## config.mk

```make
export PLATFORM = sky130hd
export DESIGN_NAME = max_tree_pipe
export DESIGN_NICKNAME = d
export VERILOG_FILES = /design/src/rtl/max_pkg.sv /design/src/rtl/max2_sel.sv /design/src/rtl/max_tree_pipe.sv
export SDC_FILE = /design/constraint.sdc
export NUM_CORES = 1
export LEC_CHECK = 0
export BUFFER_PORTS_ARGS = -buffer_cell sky130_fd_sc_hd__buf_2
export CAP_MARGIN = 25
export CORE_MARGIN = 1
export CORE_UTILIZATION = 45
export CTS_BUF_LIST = sky130_fd_sc_hd__clkbuf_8
export CTS_CLUSTER_SIZE = 8
export DETAILED_ROUTE_END_ITERATION = 8
export MAX_ROUTING_LAYER = met4
export PLACE_DENSITY = 0.71
export SLEW_MARGIN = 20
export SYNTH_ARGS = -nofsm -noshare
export SYNTH_HDL_FRONTEND = slang
export SYNTH_SLANG_ARGS = --single-unit
export TNS_END_PERCENT = 30
```

## constraint.sdc

```tcl
create_clock -name clk -period 2.25 [get_ports clk]
set_input_delay 0.3375 -clock clk [delete_from_list [all_inputs] [get_ports clk]]
set_output_delay 0.3375 -clock clk [all_outputs]
set_load 0.1 [all_outputs]
```

## src/rtl/max_pkg.sv

```systemverilog
// Shared constants and the per-stage record for the max-tree pipeline.
// stage_t widths follow W_DEF/N_DEF; retune these when changing the lane geometry.
package max_pkg;

    localparam int W_DEF  = 8;
    localparam int N_DEF  = 4;
    localparam int IW_DEF = $clog2(N_DEF);

    typedef struct packed {
        logic              valid;
        logic              mode;
        logic              last;
        logic [W_DEF-1:0]  max;
        logic [IW_DEF-1:0] idx;
    } stage_t;

endpackage

```

## src/rtl/max2_sel.sv

```systemverilog
// Two-input unsigned compare-select; combinational, no backpressure.
// Operand a must carry the lower lane index so that ties resolve to it.
module max2_sel #(
    parameter int W  = 8,
    parameter int IW = 2
) (
    input  logic [W-1:0]  i_a_max,
    input  logic [IW-1:0] i_a_idx,
    input  logic [W-1:0]  i_b_max,
    input  logic [IW-1:0] i_b_idx,
    output logic [W-1:0]  o_max,
    output logic [IW-1:0] o_idx
);

    logic w_b_wins;

    assign w_b_wins = i_b_max > i_a_max;
    assign o_max    = w_b_wins ? i_b_max : i_a_max;
    assign o_idx    = w_b_wins ? i_b_idx : i_a_idx;

endmodule

```

## src/rtl/max_tree_pipe.sv

```systemverilog
// Lane max/argmax: log2(N) registered tree levels + one accumulator stage (log2(N)+1 cycles).
// Whole pipeline freezes while a result is held un-accepted; in_ready = out_ready | ~out_valid.
module max_tree_pipe
    import max_pkg::*;
#(
    parameter  int W  = W_DEF,
    parameter  int N  = N_DEF,
    localparam int IW = $clog2(N)
) (
    input  logic           clk,
    input  logic           rst_n,
    input  logic           in_valid,
    output logic           in_ready,
    input  logic [N*W-1:0] in_data,
    input  logic           in_last,
    input  logic           mode,
    output logic           out_valid,
    input  logic           out_ready,
    output logic [W-1:0]   out_max,
    output logic [IW-1:0]  out_idx
);

    localparam int L = IW;

    logic          w_en;
    // Heap numbering: node 1 is the root, nodes N..2N-1 are the input lanes.
    logic [W-1:0]  w_nd_max  [1:2*N-1];
    logic [IW-1:0] w_nd_idx  [1:2*N-1];
    logic [W-1:0]  w_sel_max [1:N-1];
    logic [IW-1:0] w_sel_idx [1:N-1];
    logic [W-1:0]  r_nd_max  [1:N-1];
    logic [IW-1:0] r_nd_idx  [1:N-1];

    logic [L:1]    r_vld;
    logic [L:1]    r_mode;
    logic [L:1]    r_last;

    stage_t        w_root;
    logic          r_act;
    logic [W-1:0]  r_acc_max;
    logic [IW-1:0] r_acc_idx;
    logic          r_out_vld;
    logic [W-1:0]  r_out_max;
    logic [IW-1:0] r_out_idx;

    logic          w_take;
    logic [W-1:0]  w_cand_max;
    logic [IW-1:0] w_cand_idx;
    logic          w_act_nxt;
    logic          w_out_vld_nxt;
    logic [W-1:0]  w_out_max_nxt;
    logic [IW-1:0] w_out_idx_nxt;
    logic [W-1:0]  w_acc_max_nxt;
    logic [IW-1:0] w_acc_idx_nxt;

    assign w_en     = out_ready | ~out_valid;
    assign in_ready = w_en;

    for (genvar k = 0; k < N; k++) begin : g_leaf
        assign w_nd_max[N+k] = in_data[k*W +: W];
        assign w_nd_idx[N+k] = IW'(k);
    end

    for (genvar j = 1; j < N; j++) begin : g_node
        max2_sel #(.W(W), .IW(IW)) u_sel (
            .i_a_max (w_nd_max[2*j]),
            .i_a_idx (w_nd_idx[2*j]),
            .i_b_max (w_nd_max[2*j+1]),
            .i_b_idx (w_nd_idx[2*j+1]),
            .o_max   (w_sel_max[j]),
            .o_idx   (w_sel_idx[j])
        );

        always_ff @(posedge clk or negedge rst_n) begin
            if (!rst_n) begin
                r_nd_max[j] <= '0;
                r_nd_idx[j] <= '0;
            end else if (w_en) begin
                r_nd_max[j] <= w_sel_max[j];
                r_nd_idx[j] <= w_sel_idx[j];
            end
        end

        assign w_nd_max[j] = r_nd_max[j];
        assign w_nd_idx[j] = r_nd_idx[j];
    end

    always_ff @(posedge clk or negedge rst_n) begin
        if (!rst_n) begin
            r_vld  <= '0;
            r_mode <= '0;
            r_last <= '0;
        end else if (w_en) begin
            r_vld[1]  <= in_valid;
            r_mode[1] <= mode;
            r_last[1] <= in_last;
            for (int s = 2; s <= L; s++) begin
                r_vld[s]  <= r_vld[s-1];
                r_mode[s] <= r_mode[s-1];
                r_last[s] <= r_last[s-1];
            end
        end
    end

    always_comb begin
        w_root.valid = r_vld[L];
        w_root.mode  = r_mode[L];
        w_root.last  = r_last[L];
        w_root.max   = w_nd_max[1];
        w_root.idx   = w_nd_idx[1];
    end

    // Earlier beat keeps the frame max on ties: replace only when strictly greater.
    always_comb begin
        w_take        = ~r_act | (w_root.max > r_acc_max);
        w_cand_max    = w_take ? w_root.max : r_acc_max;
        w_cand_idx    = w_take ? w_root.idx : r_acc_idx;
        w_act_nxt     = r_act;
        w_out_vld_nxt = 1'b0;
        w_out_max_nxt = r_out_max;
        w_out_idx_nxt = r_out_idx;
        w_acc_max_nxt = r_acc_max;
        w_acc_idx_nxt = r_acc_idx;
        if (w_root.valid) begin
            if (!w_root.mode) begin
                w_act_nxt     = 1'b0;
                w_out_vld_nxt = 1'b1;
                w_out_max_nxt = w_root.max;
                w_out_idx_nxt = w_root.idx;
            end else if (w_root.last) begin
                w_act_nxt     = 1'b0;
                w_out_vld_nxt = 1'b1;
                w_out_max_nxt = w_cand_max;
                w_out_idx_nxt = w_cand_idx;
            end else begin
                w_act_nxt     = 1'b1;
                w_acc_max_nxt = w_cand_max;
                w_acc_idx_nxt = w_cand_idx;
            end
        end
    end

    always_ff @(posedge clk or negedge rst_n) begin
        if (!rst_n) begin
            r_act     <= 1'b0;
            r_acc_max <= '0;
            r_acc_idx <= '0;
            r_out_vld <= 1'b0;
            r_out_max <= '0;
            r_out_idx <= '0;
        end else if (w_en) begin
            r_act     <= w_act_nxt;
            r_acc_max <= w_acc_max_nxt;
            r_acc_idx <= w_acc_idx_nxt;
            r_out_vld <= w_out_vld_nxt;
            r_out_max <= w_out_max_nxt;
            r_out_idx <= w_out_idx_nxt;
        end
    end

    assign out_valid = r_out_vld;
    assign out_max   = r_out_max;
    assign out_idx   = r_out_idx;

endmodule

```

==> summary.txt, run 1 <==
# DRC: 0
Worst Hold Class: in2async
Placed Area: 3740 µm²
Cell Chain, Critical Path: ha_1 > nor2b_1 > o211ai_1 > a21o_1 > and4bb_2 > buf_4 > mux2i_1
final worst slack: 0.0807 ns
post-synth cell types: 37
Syn Inst Count: 353
post-route clock period utilization: 96.4%
CP endpoint kind: register
unrepaired setup endpoints after global routing: no
total wire length: 6.94 mm
Reg2Reg Depth: 7
Setup Crit Path Kind: reg2reg
slowest cell delay on critical path: 0.42 ns
Hold WS: 0.117 ns
Mapped Area: 3410 µm²
fin area: 3970 µm²
First DRT Iteration DRCs: 81
Die H: 89.1 µm
Peak Freq: 461 MHz
TritonCTS clock tree: yes
WL per Instance: 13.7 µm
total track usage: 20.5%
Detailed Place HPWL: 5.23 mm
Num CTS Buffers: 9
final setup fails: 0
critical path data arrival time: 2.41 ns
vias in the first global route: 2607
Synth-to-Final Area Change: 16.2%
vias: 2685
Nets: 474
Via density: 5.29
Final GP Congestion: 0.821
status: finished clean
first-pass GRT wire length: 11.8 mm
core area: 7290 µm²
worst-skew pair later-pin latency: 0.35 ns
CTS root buf: clkbuf_8
Starting Density: 46.8%
mean area per synthesized cell: 9.67 µm²
Post-synth ARST share: 100%
deepest clock path buffer count: 2
synthesized flop and latch total: 57
CP max FO: 7
# clock sinks: 57
worst reg2reg path startpoint: r_nd_max[17]
final slew viol count: 0
Reg clk slew, reported paths: 0.07 ns
Post-CTS Setup Bufs: 0
worst vdd ir: 0.000437 V
crit path max-delay cell type: dfrtp_1
startpoint type of the worst setup path: register
Relative slew margins: 54.2%
IO Port Bufs: 49
Ant. Diodes: 0
Die Area: 7940 µm²
largest net degree at the start of global routing: 58
Die Wd: 89.1 µm
Leak: 1.97 nW
Synth warnings: 0
worst clock skew: 0.00836 ns
IO Pins: 50
Fin. Hold Viols: 0
Synth Flop Type: dfrtp_1
num rows: 31
P per Cell Area: 1400 nW/µm²
drt first pass iters: 6
Routed Antenna Nets: 0
Post-synth EDFFs: 0
dpl ws: 0.0922 ns
syn nets: 423
Post-Route Utilization: 54.4%
Worst-Margin Slew: 0.686 ns
minimum clock period: 2.17 ns
max_cap viols: 0
share of cells above drive strength 1: 23.2%
Critical Path RT: 2.49 ns
worst r2r dst: out_max[7]
Seq/Total Area, Yosys: 41.8%
setup slack, reg-to-reg: 0.08 ns
initial antenna violation count: 0
H-tree depth: 3
GR Overflow Total: 0
-- how the worst max path moves through the flow --
stage	startpoint	to	slack (ns)	cells past startpoint
finish	r_nd_max[17]	out_max[7]	0.08	7
global route	r_nd_max[17]	out_max[7]	0.02	7
CTS	r_nd_max[19]	out_max[7]	0.06	6
detailed placement	r_nd_max[19]	out_max[7]	0.09	6
global placement	r_nd_max[19]	out_max[7]	0.15	6
floorplan	out_valid	out_idx[1]	-0.02	7
-- through the flow --
step,setup TNS (ns),power (mW),std cells
4_1_cts,0,5.58,508
2_1_floorplan,-0.0171,3.91,353
3_3_place_gp,0,4.37,492
5_1_grt,0,5.92,508
6_report,0,5.53,508
3_5_place_dp,0,4.48,492
-- what timing repair did --
action                     4_1_cts  5_1_grt
setup endpoints to repair        0        1
resized for setup                0        1
hold buffers                     0        0
-- layout by cell type, fill, tap and decap left out, types with 9 or more instances in the layout --
cell,netlist,routed
a21oi_1,16,16
dfrtp_1,57,57
mux2_2,15,15
clkbuf_8,0,11
ha_1,32,32
buf_2,2,49
nor2_1,9,9
o211ai_1,37,37
mux2i_1,14,14
nand2_1,64,64
o21ai_0,13,12
inv_1,34,37
-- state kept, by name, indices dropped and copies added (netlist names) --
name,flops
r_nd_max,24
out_max,8
r_acc_max,8
r_nd_idx,5
out_idx,2
r_acc_idx,2
r_last,2
r_mode,2
r_vld,2
out_valid,1
r_act,1
-- area by class of cell --
| class | instances | area, µm² |
|---|---|---|
| clock buffer | 11 | 151 |
| fill | 707 | 3330 |
| sequential | 57 | 1430 |
| timing repair buffer | 56 | 298 |
| multi-input combinational | 244 | 1760 |
| inverter | 36 | 138 |
| clock inverter | 5 | 71.3 |
| tap | 99 | 124 |
-- routing by layer --
| layer | up-vias | global-route usage (%) | part of all wire [%] |
|---|---|---|---|
| li1 | 1358 | - | - |
| met1 | 1263 | 24.3 | 46 |
| met2 | 54 | 33.9 | 49 |
| met3 | 10 | 5.26 | 3.7 |
| met4 | 0 | 6.93 | 1.5 |
| met5 | - | - | 0 |
-- worst max-delay path, delay by kind of cell (launching register included) --
family | cells | cell delay [ns]
mux | 1 | 0.27
fa+ha+maj | 1 | 0.32
flops | 1 | 0.42
compound gates | 2 | 0.38
simple gates | 2 | 0.46
buf+inv | 1 | 0.21
-- cell families (layout without fill, tap and decap cells) --
| logic type | Yosys count | in the layout | share of synthesized area, % |
|---|---|---|---|
| compound gates | 86 | 86 | 17.3 |
| fa+ha+maj | 32 | 32 | 11.7 |
| buf+inv | 52 | 108 | 6.74 |
| flops | 57 | 57 | 41.8 |
| mux | 30 | 30 | 9.49 |
| simple gates | 96 | 96 | 13.0 |
-- report_power, final --
group / total (mW) / leakage, nW / internal [mW] / switching [mW]
Sequential: 1.80 / 0.689 / 1.46 / 0.338
Combinational: 2.67 / 1.16 / 0.905 / 1.76
Clock: 1.07 / 0.123 / 0.672 / 0.396
-- cell usage after synthesis, drive strengths merged (5+ instances only) --
| cell | n | area, µm² |
|---|---|---|
| a21oi | 17 | 88.8 |
| a31oi | 8 | 65.1 |
| ha | 32 | 400 |
| a21o | 5 | 37.5 |
| buf | 7 | 58.8 |
| mux2i | 14 | 140 |
| dfrtp | 57 | 1430 |
| mux2 | 16 | 184 |
| nor2 | 9 | 33.8 |
| clkbuf | 9 | 33.8 |
| nand2 | 65 | 246 |
| o21ai | 13 | 65.1 |
| inv | 36 | 138 |
| nand4 | 7 | 43.8 |
| o211ai | 37 | 278 |
(Power assumes the default switching activity.)
==> run 2, diff against run 1 <==
--- a/config.mk
+++ b/config.mk
@@ -14,6 +14,7 @@
 export DETAILED_ROUTE_END_ITERATION = 8
 export MAX_ROUTING_LAYER = met4
 export PLACE_DENSITY = 0.71
+export SETUP_SLACK_MARGIN = 0.5
 export SLEW_MARGIN = 20
 export SYNTH_ARGS = -nofsm -noshare
 export SYNTH_HDL_FRONTEND = slang
==> run 2 against run 1 <==
Compared with the run above: register-to-register slack gained 0.18 ns; non-clock buffer count is 10 higher; first-iteration DRC count is 51% higher; largest cell class unchanged.
==> summary.txt, run 2 (synthesized netlist as in run 1, its figures left out) <==
Fin. Hold Viols: 0 (unchanged)
IO Port Bufs: 49 (unchanged)
Placed Area: 3860 µm² (was 3740 µm²)
largest net degree at the start of global routing: 52 (was 58)
# clock sinks: 57 (unchanged)
worst vdd ir: 0.000445 V (was 0.000437 V)
startpoint type of the worst setup path: register (unchanged)
worst clock skew: 0.00455 ns (was 0.00836 ns)
Setup Crit Path Kind: reg2reg (unchanged)
Die Area: 7940 µm² (unchanged)
crit path max-delay cell type: dfrtp_1 (unchanged)
Die H: 89.1 µm (unchanged)
Leak: 2.03 nW (was 1.97 nW)
status: finished clean (unchanged)
drt first pass iters: 4 (was 6)
fin area: 4180 µm² (was 3970 µm²)
total wire length: 7.39 mm (was 6.94 mm)
slowest cell delay on critical path: 0.35 ns (was 0.42 ns)
most common cell after layout, fill and taps aside: nand2_1 (unchanged)
setup TNS: 0 ns (unchanged)
Hold WS: 0.0570 ns (was 0.117 ns)
# DRC: 0 (unchanged)
Die Wd: 89.1 µm (unchanged)
final worst slack: 0.256 ns (was 0.0807 ns)
vias in the first global route: 2820 (was 2607)
num rows: 31 (unchanged)
Via density: 5.32 (was 5.29)
Routed Antenna Nets: 0 (unchanged)
post-route clock period utilization: 88.6% (was 96.4%)
Worst-Margin Slew: 0.721 ns (was 0.686 ns)
GR Overflow Total: 0 (unchanged)
dpl ws: 0.111 ns (was 0.0922 ns)
TritonCTS clock tree: yes (unchanged)
max_cap viols: 0 (unchanged)
Synth-to-Final Area Change: 22.4% (was 16.2%)
final setup fails: 0 (unchanged)
Cell Chain, Critical Path: inv_1 > ha_4 > nand4_1 > nand2b_1 > a21o_1 > a31oi_4 > buf_6 > mux2_4 (was ha_1 > nor2b_1 > o211ai_1 > a21o_1 > and4bb_2 > buf_4 > mux2i_1)
critical path's top delay family: compound AO/OA/AOI/OAI gates (was simple AND/OR/NAND/NOR gates)
P per Cell Area: 1340 nW/µm² (was 1400 nW/µm²)
total track usage: 22.4% (was 20.5%)
final slew viol count: 0 (unchanged)
Final GP Congestion: 0.841 (was 0.821)
Peak Freq: 502 MHz (was 461 MHz)
power consumption: 5.59 mW (was 5.53 mW)
Nets: 484 (was 474)
WL per Instance: 14.3 µm (was 13.7 µm)
critical path data arrival time: 2.21 ns (was 2.41 ns)
Reg clk slew, reported paths: 0.06 ns (was 0.07 ns)
deepest clock path buffer count: 2 (unchanged)
CP max FO: 5 (was 7)
max FFs per register: 24 (unchanged)
unrepaired setup endpoints after global routing: yes (was no)
Top reg by flops: r_nd_max (unchanged)
Relative slew margins: 51.9% (was 54.2%)
initial antenna violation count: 0 (unchanged)
most frequent cells in the layout: nand2_1 (64), dfrtp_1 (56), buf_2 (49) (was nand2_1 (64), dfrtp_1 (57), buf_2 (49))
worst-skew pair later-pin latency: 0.34 ns (was 0.35 ns)
Worst Hold Class: in2async (unchanged)
Critical Path RT: 2.47 ns (was 2.49 ns)
core area: 7290 µm² (unchanged)
CP Buf/Inv Count: 2 (was 1)
first-pass GRT wire length: 13.1 mm (was 11.8 mm)
Detailed Place HPWL: 5.34 mm (was 5.23 mm)
CP endpoint kind: register (unchanged)
share of cells above drive strength 1: 28.5% (was 23.2%)
Starting Density: 46.8% (unchanged)
minimum clock period: 1.99 ns (was 2.17 ns)
Ant. Diodes: 0 (unchanged)
vias: 2750 (was 2685)
CTS root buf: clkbuf_8 (unchanged)
Num CTS Buffers: 9 (unchanged)
H-tree depth: 3 (unchanged)
First DRT Iteration DRCs: 122 (was 81)
fill count: 671 (was 707)
IO Pins: 50 (unchanged)
run 2: cell types whose count changed in the layout (fill, tap and decap cells not counted), moves of 4 or more:
| cell | delta |
|---|---|
| buf_4 | +7 |
| mux2_2 | -12 |
| inv_1 | -4 |
| ha_4 | +8 |
| mux2_4 | +12 |
| ha_1 | -8 |
run 2: final timing paths:
path                              start      endpoint  slack [ns]  cells after the start
max                        r_acc_max[6]  r_acc_max[3]        0.26                      8
min reg2reg                    r_vld[1]      r_vld[1]        0.46                      2
min in group clk               in_valid      r_vld[1]        0.21                      3
max reg2reg                r_acc_max[6]  r_acc_max[3]        0.26                      8
max in group asynchronous         rst_n  r_nd_max[14]        1.50                      2
min                               rst_n    out_idx[1]        0.06                      1
run 2: cell type report:
| class | count | area (µm²) | area share, % |
|---|---|---|---|
| Timing Repair Buffer | 66 | 384 | 9.20 |
| Multi-Input combinational cell | 244 | 1920 | 46.0 |
| Clock buffer | 10 | 138 | 3.30 |
| Sequential cell | 57 | 1430 | 34.2 |
| Inverter | 36 | 160 | 3.83 |
| Tap cell | 99 | 124 | 2.97 |
| Clock inverter | 5 | 18.8 | 0.449 |
run 2: worst register-to-register path, stage by stage, from the launching register on:
cell and delay, ns:
dfrtp_1 0.35, inv_1 0.09, ha_4 0.28, nand4_1 0.15, nand2b_1 0.18, a21o_1 0.19, a31oi_4 0.17, buf_6 0.17
mux2_4 0.30
run 2: what timing repair did:
| action | CTS | global route |
|---|---|---|
| endpoints found under the hold margin | 0 | 0 |
| resized for setup | 19 | 1 |
| hold buffers | 0 | 0 |
| pin swaps | 5 | 1 |
| buffers inserted | 9 | 0 |
| endpoints found under the setup margin | 31 | 39 |
| gates cloned | 0 | 0 |
run 2: report_power, final:
group	internal (mW)	leakage, nW	switching, mW
clock	0.403	0.0985	0.386
combinational	1.12	1.24	1.89
sequential	1.47	0.688	0.334
total	2.98	2.03	2.61
run 2: per-stage QoR:
stage / util, % / std cells
finish: 57.3 / 517
global route: 57.3 / 517
CTS: 57.2 / 517
detailed placement: 52.9 / 493
global placement: 52.9 / 493
floorplan: - / 353
run 2: routing by layer:
metal	share of wire (%)	vias up	global-route usage, %
met2	47	60	35.5
met5	0	-	-
li1	-	1363	-
met4	1.7	0	7.50
met3	3.5	12	4.99
met1	48	1315	28.5
==> run 3, diff against run 2 <==
==> constraint.sdc (replaced) <==
create_clock -name clk -period 1.94 [get_ports clk]
set_input_delay 0.291 -clock clk [delete_from_list [all_inputs] [get_ports clk]]
set_output_delay 0.291 -clock clk [all_outputs]
set_load 0.1 [all_outputs]
==> run 3 against run 2 <==
Compared with the run above: the run now ends with setup timing left; total power increased by 39%; critical path depth unchanged; via count increased by 6.8%; highest routed layer unchanged.
==> summary.txt, run 3 (synthesized netlist as in run 1, its figures left out) <==
CP endpoint kind: register (unchanged)
Reg clk slew, reported paths: 0.07 ns (was 0.06 ns)
minimum clock period: 2.07 ns (was 1.99 ns)
Peak Freq: 484 MHz (was 502 MHz)
Via density: 5.44 (was 5.32)
Die Wd: 89.1 µm (unchanged)
critical path data arrival time: 2.29 ns (was 2.21 ns)
Leak: 2.25 nW (was 2.03 nW)
worst clock skew: 0.00974 ns (was 0.00455 ns)
IO Pins: 50 (unchanged)
WL per Instance: 15.9 µm (was 14.3 µm)
max FFs per register: 24 (unchanged)
status: finished with violations (was finished clean)
total track usage: 23.3% (was 22.4%)
core area: 7290 µm² (unchanged)
First DRT Iteration DRCs: 106 (was 122)
worst vdd ir: 0.000595 V (was 0.000445 V)
vias in the first global route: 2908 (was 2820)
CP max FO: 6 (was 5)
Starting Density: 46.8% (unchanged)
Relative slew margins: 67.4% (was 51.9%)
Nets: 506 (was 484)
net switching fraction of the power: 43.3% (was 46.6%)
Global Route met2 Usage: 37.6% (was 35.5%)
Worst Hold Class: in2reg (was in2async)
combinational power share: 55.4% (was 53.7%)
vias: 2936 (was 2750)
IO Port Bufs: 49 (unchanged)
deepest clock path buffer count: 2 (unchanged)
power consumption: 7.76 mW (was 5.59 mW)
most frequent cells in the layout: nand2_1 (64), dfrtp_1 (56), o211ai_1 (37) (was nand2_1 (64), dfrtp_1 (56), buf_2 (49))
# DRC: 0 (unchanged)
max_cap viols: 0 (unchanged)
sequential group share of total power: 26.9% (was 32.2%)
Detailed Place HPWL: 5.71 mm (was 5.34 mm)
gr busiest metal: met2 (unchanged)
# clock sinks: 57 (unchanged)
final slew viol count: 0 (unchanged)
met3 Usage GRT: 6.37% (was 4.99%)
failing checks: setup timing
startpoint type of the worst setup path: register (unchanged)
P per Cell Area: 1630 nW/µm² (was 1340 nW/µm²)
unrepaired setup endpoints after global routing: yes (unchanged)
GRT met1 Usage: 27.9% (was 28.5%)
initial antenna violation count: 0 (unchanged)
Ant. Diodes: 0 (unchanged)
Worst-Margin Slew: 0.484 ns (was 0.721 ns)
power share of the clock group: 17.7% (was 14.1%)
share of cells above drive strength 1: 38.3% (was 28.5%)
TritonCTS clock tree: yes (unchanged)
total wire length: 8.59 mm (was 7.39 mm)
Critical Path RT: 2.17 ns (was 2.47 ns)
H-tree depth: 3 (unchanged)
worst-skew pair later-pin latency: 0.35 ns (was 0.34 ns)
Die Area: 7940 µm² (unchanged)
final worst slack: -0.126 ns (was 0.256 ns)
largest net degree at the start of global routing: 38 (was 52)
final setup fails: 20 (was 0)
num rows: 31 (unchanged)
Die H: 89.1 µm (unchanged)
sw power: 3.36 mW (was 2.61 mW)
GR Overflow Total: 0 (unchanged)
Fin. Hold Viols: 0 (unchanged)
dpl ws: -0.0496 ns (was 0.111 ns)
first-pass GRT wire length: 13.5 mm (was 13.1 mm)
drt first pass iters: 4 (unchanged)
post-route clock period utilization: 106% (was 88.6%)
Final GP Congestion: 0.913 (was 0.841)
Synth-to-Final Area Change: 39.4% (was 22.4%)
Top reg by flops: r_nd_max (unchanged)
internal cell power: 4.40 mW (was 2.98 mW)
Setup Crit Path Kind: reg2reg (unchanged)
CTS root buf: clkbuf_8 (unchanged)
fill count: 588 (was 671)
most common cell after layout, fill and taps aside: nand2_1 (unchanged)
Num CTS Buffers: 9 (unchanged)
Routed Antenna Nets: 0 (unchanged)
-- run 3: cell count changes in the layout (fill, tap and decap cells not counted), sizes merged --
cell / change
dlygate4sd3: +1
buf: +10
clkinv: +2
clkbuf: +9
clkinvlp: +1
bufbuf: +2
bufinv: +3
inv: -5
-- run 3: timing repair --
action                                  4_1_cts  5_1_grt
gates cloned                                  2        0
endpoints found under the hold margin        20        0
resized for setup                            21       64
endpoints found under the setup margin       51       54
hold buffers                                  1        0
setup buffers                                 2        2
pin swaps                                    14       27
-- run 3: cell type report --
cell class / instances / area [µm²] / area share (%)
clock buffers: 10 / 138 / 2.89
clock inverters: 6 / 106 / 2.24
inverters: 36 / 160 / 3.37
multi-input cells: 244 / 2060 / 43.3
flip-flops and latches: 57 / 1430 / 30.1
well taps: 99 / 124 / 2.60
repair buffers: 88 / 738 / 15.5
-- run 3: critical path, cell delays in order, from the launching register on --
cell,delay [ns]
dfrtp_1,0.37
inv_1,0.09
ha_4,0.28
nand4_1,0.16
nand2b_4,0.18
a21o_1,0.20
a31oi_4,0.18
buf_6,0.17
mux2_2,0.33
-- run 3: worst paths after layout --
check | startpoint | end | slack [ns] | cells past startpoint
worst max register to register | r_acc_max[6] | r_acc_max[4] | -0.13 | 8
worst max-delay path | r_acc_max[6] | r_acc_max[4] | -0.13 | 8
min in group asynchronous | rst_n | out_valid | 0.43 | 2
worst min register to register | r_nd_idx[1] | r_nd_idx[1] | 0.47 | 1
worst min-delay path | mode | r_mode[1] | 0.15 | 3
max in group asynchronous | rst_n | r_nd_max[14] | 0.85 | 3
-- run 3: power by group through the flow --
stage          Clock, mW  Sequential [mW]  Combinational, mW
2_1_floorplan          0             2.80               1.79
3_3_place_gp           0             2.01               3.41
3_5_place_dp           0             2.04               3.49
4_1_cts             1.38             2.03               3.81
5_1_grt             1.45             2.15               4.67
6_report            1.37             2.09               4.30
-- run 3: metrics by stage --
step | cell area [µm²] | cells | hold WS (ns) | utilization, % | setup TNS (ns)
after floorplan | 3540 | 353 | -0.00459 | - | -0.0124
after global placement | 4050 | 517 | 0.280 | 55.6 | 0
after detailed placement | 4050 | 517 | 0.282 | 55.6 | -0.460
after CTS | 4480 | 538 | 0.150 | 61.4 | -0.204
after global routing | 4760 | 540 | 0.151 | 65.3 | -2.82
final | 4760 | 540 | 0.148 | 65.3 | -1.08
-- run 3: routing by layer --
metal | wire (µm) | part of all wire (%)
met5 | 0 | 0
met4 | 276 | 3.2
met3 | 370 | 4.3
met2 | 4250 | 49
met1 | 3690 | 43
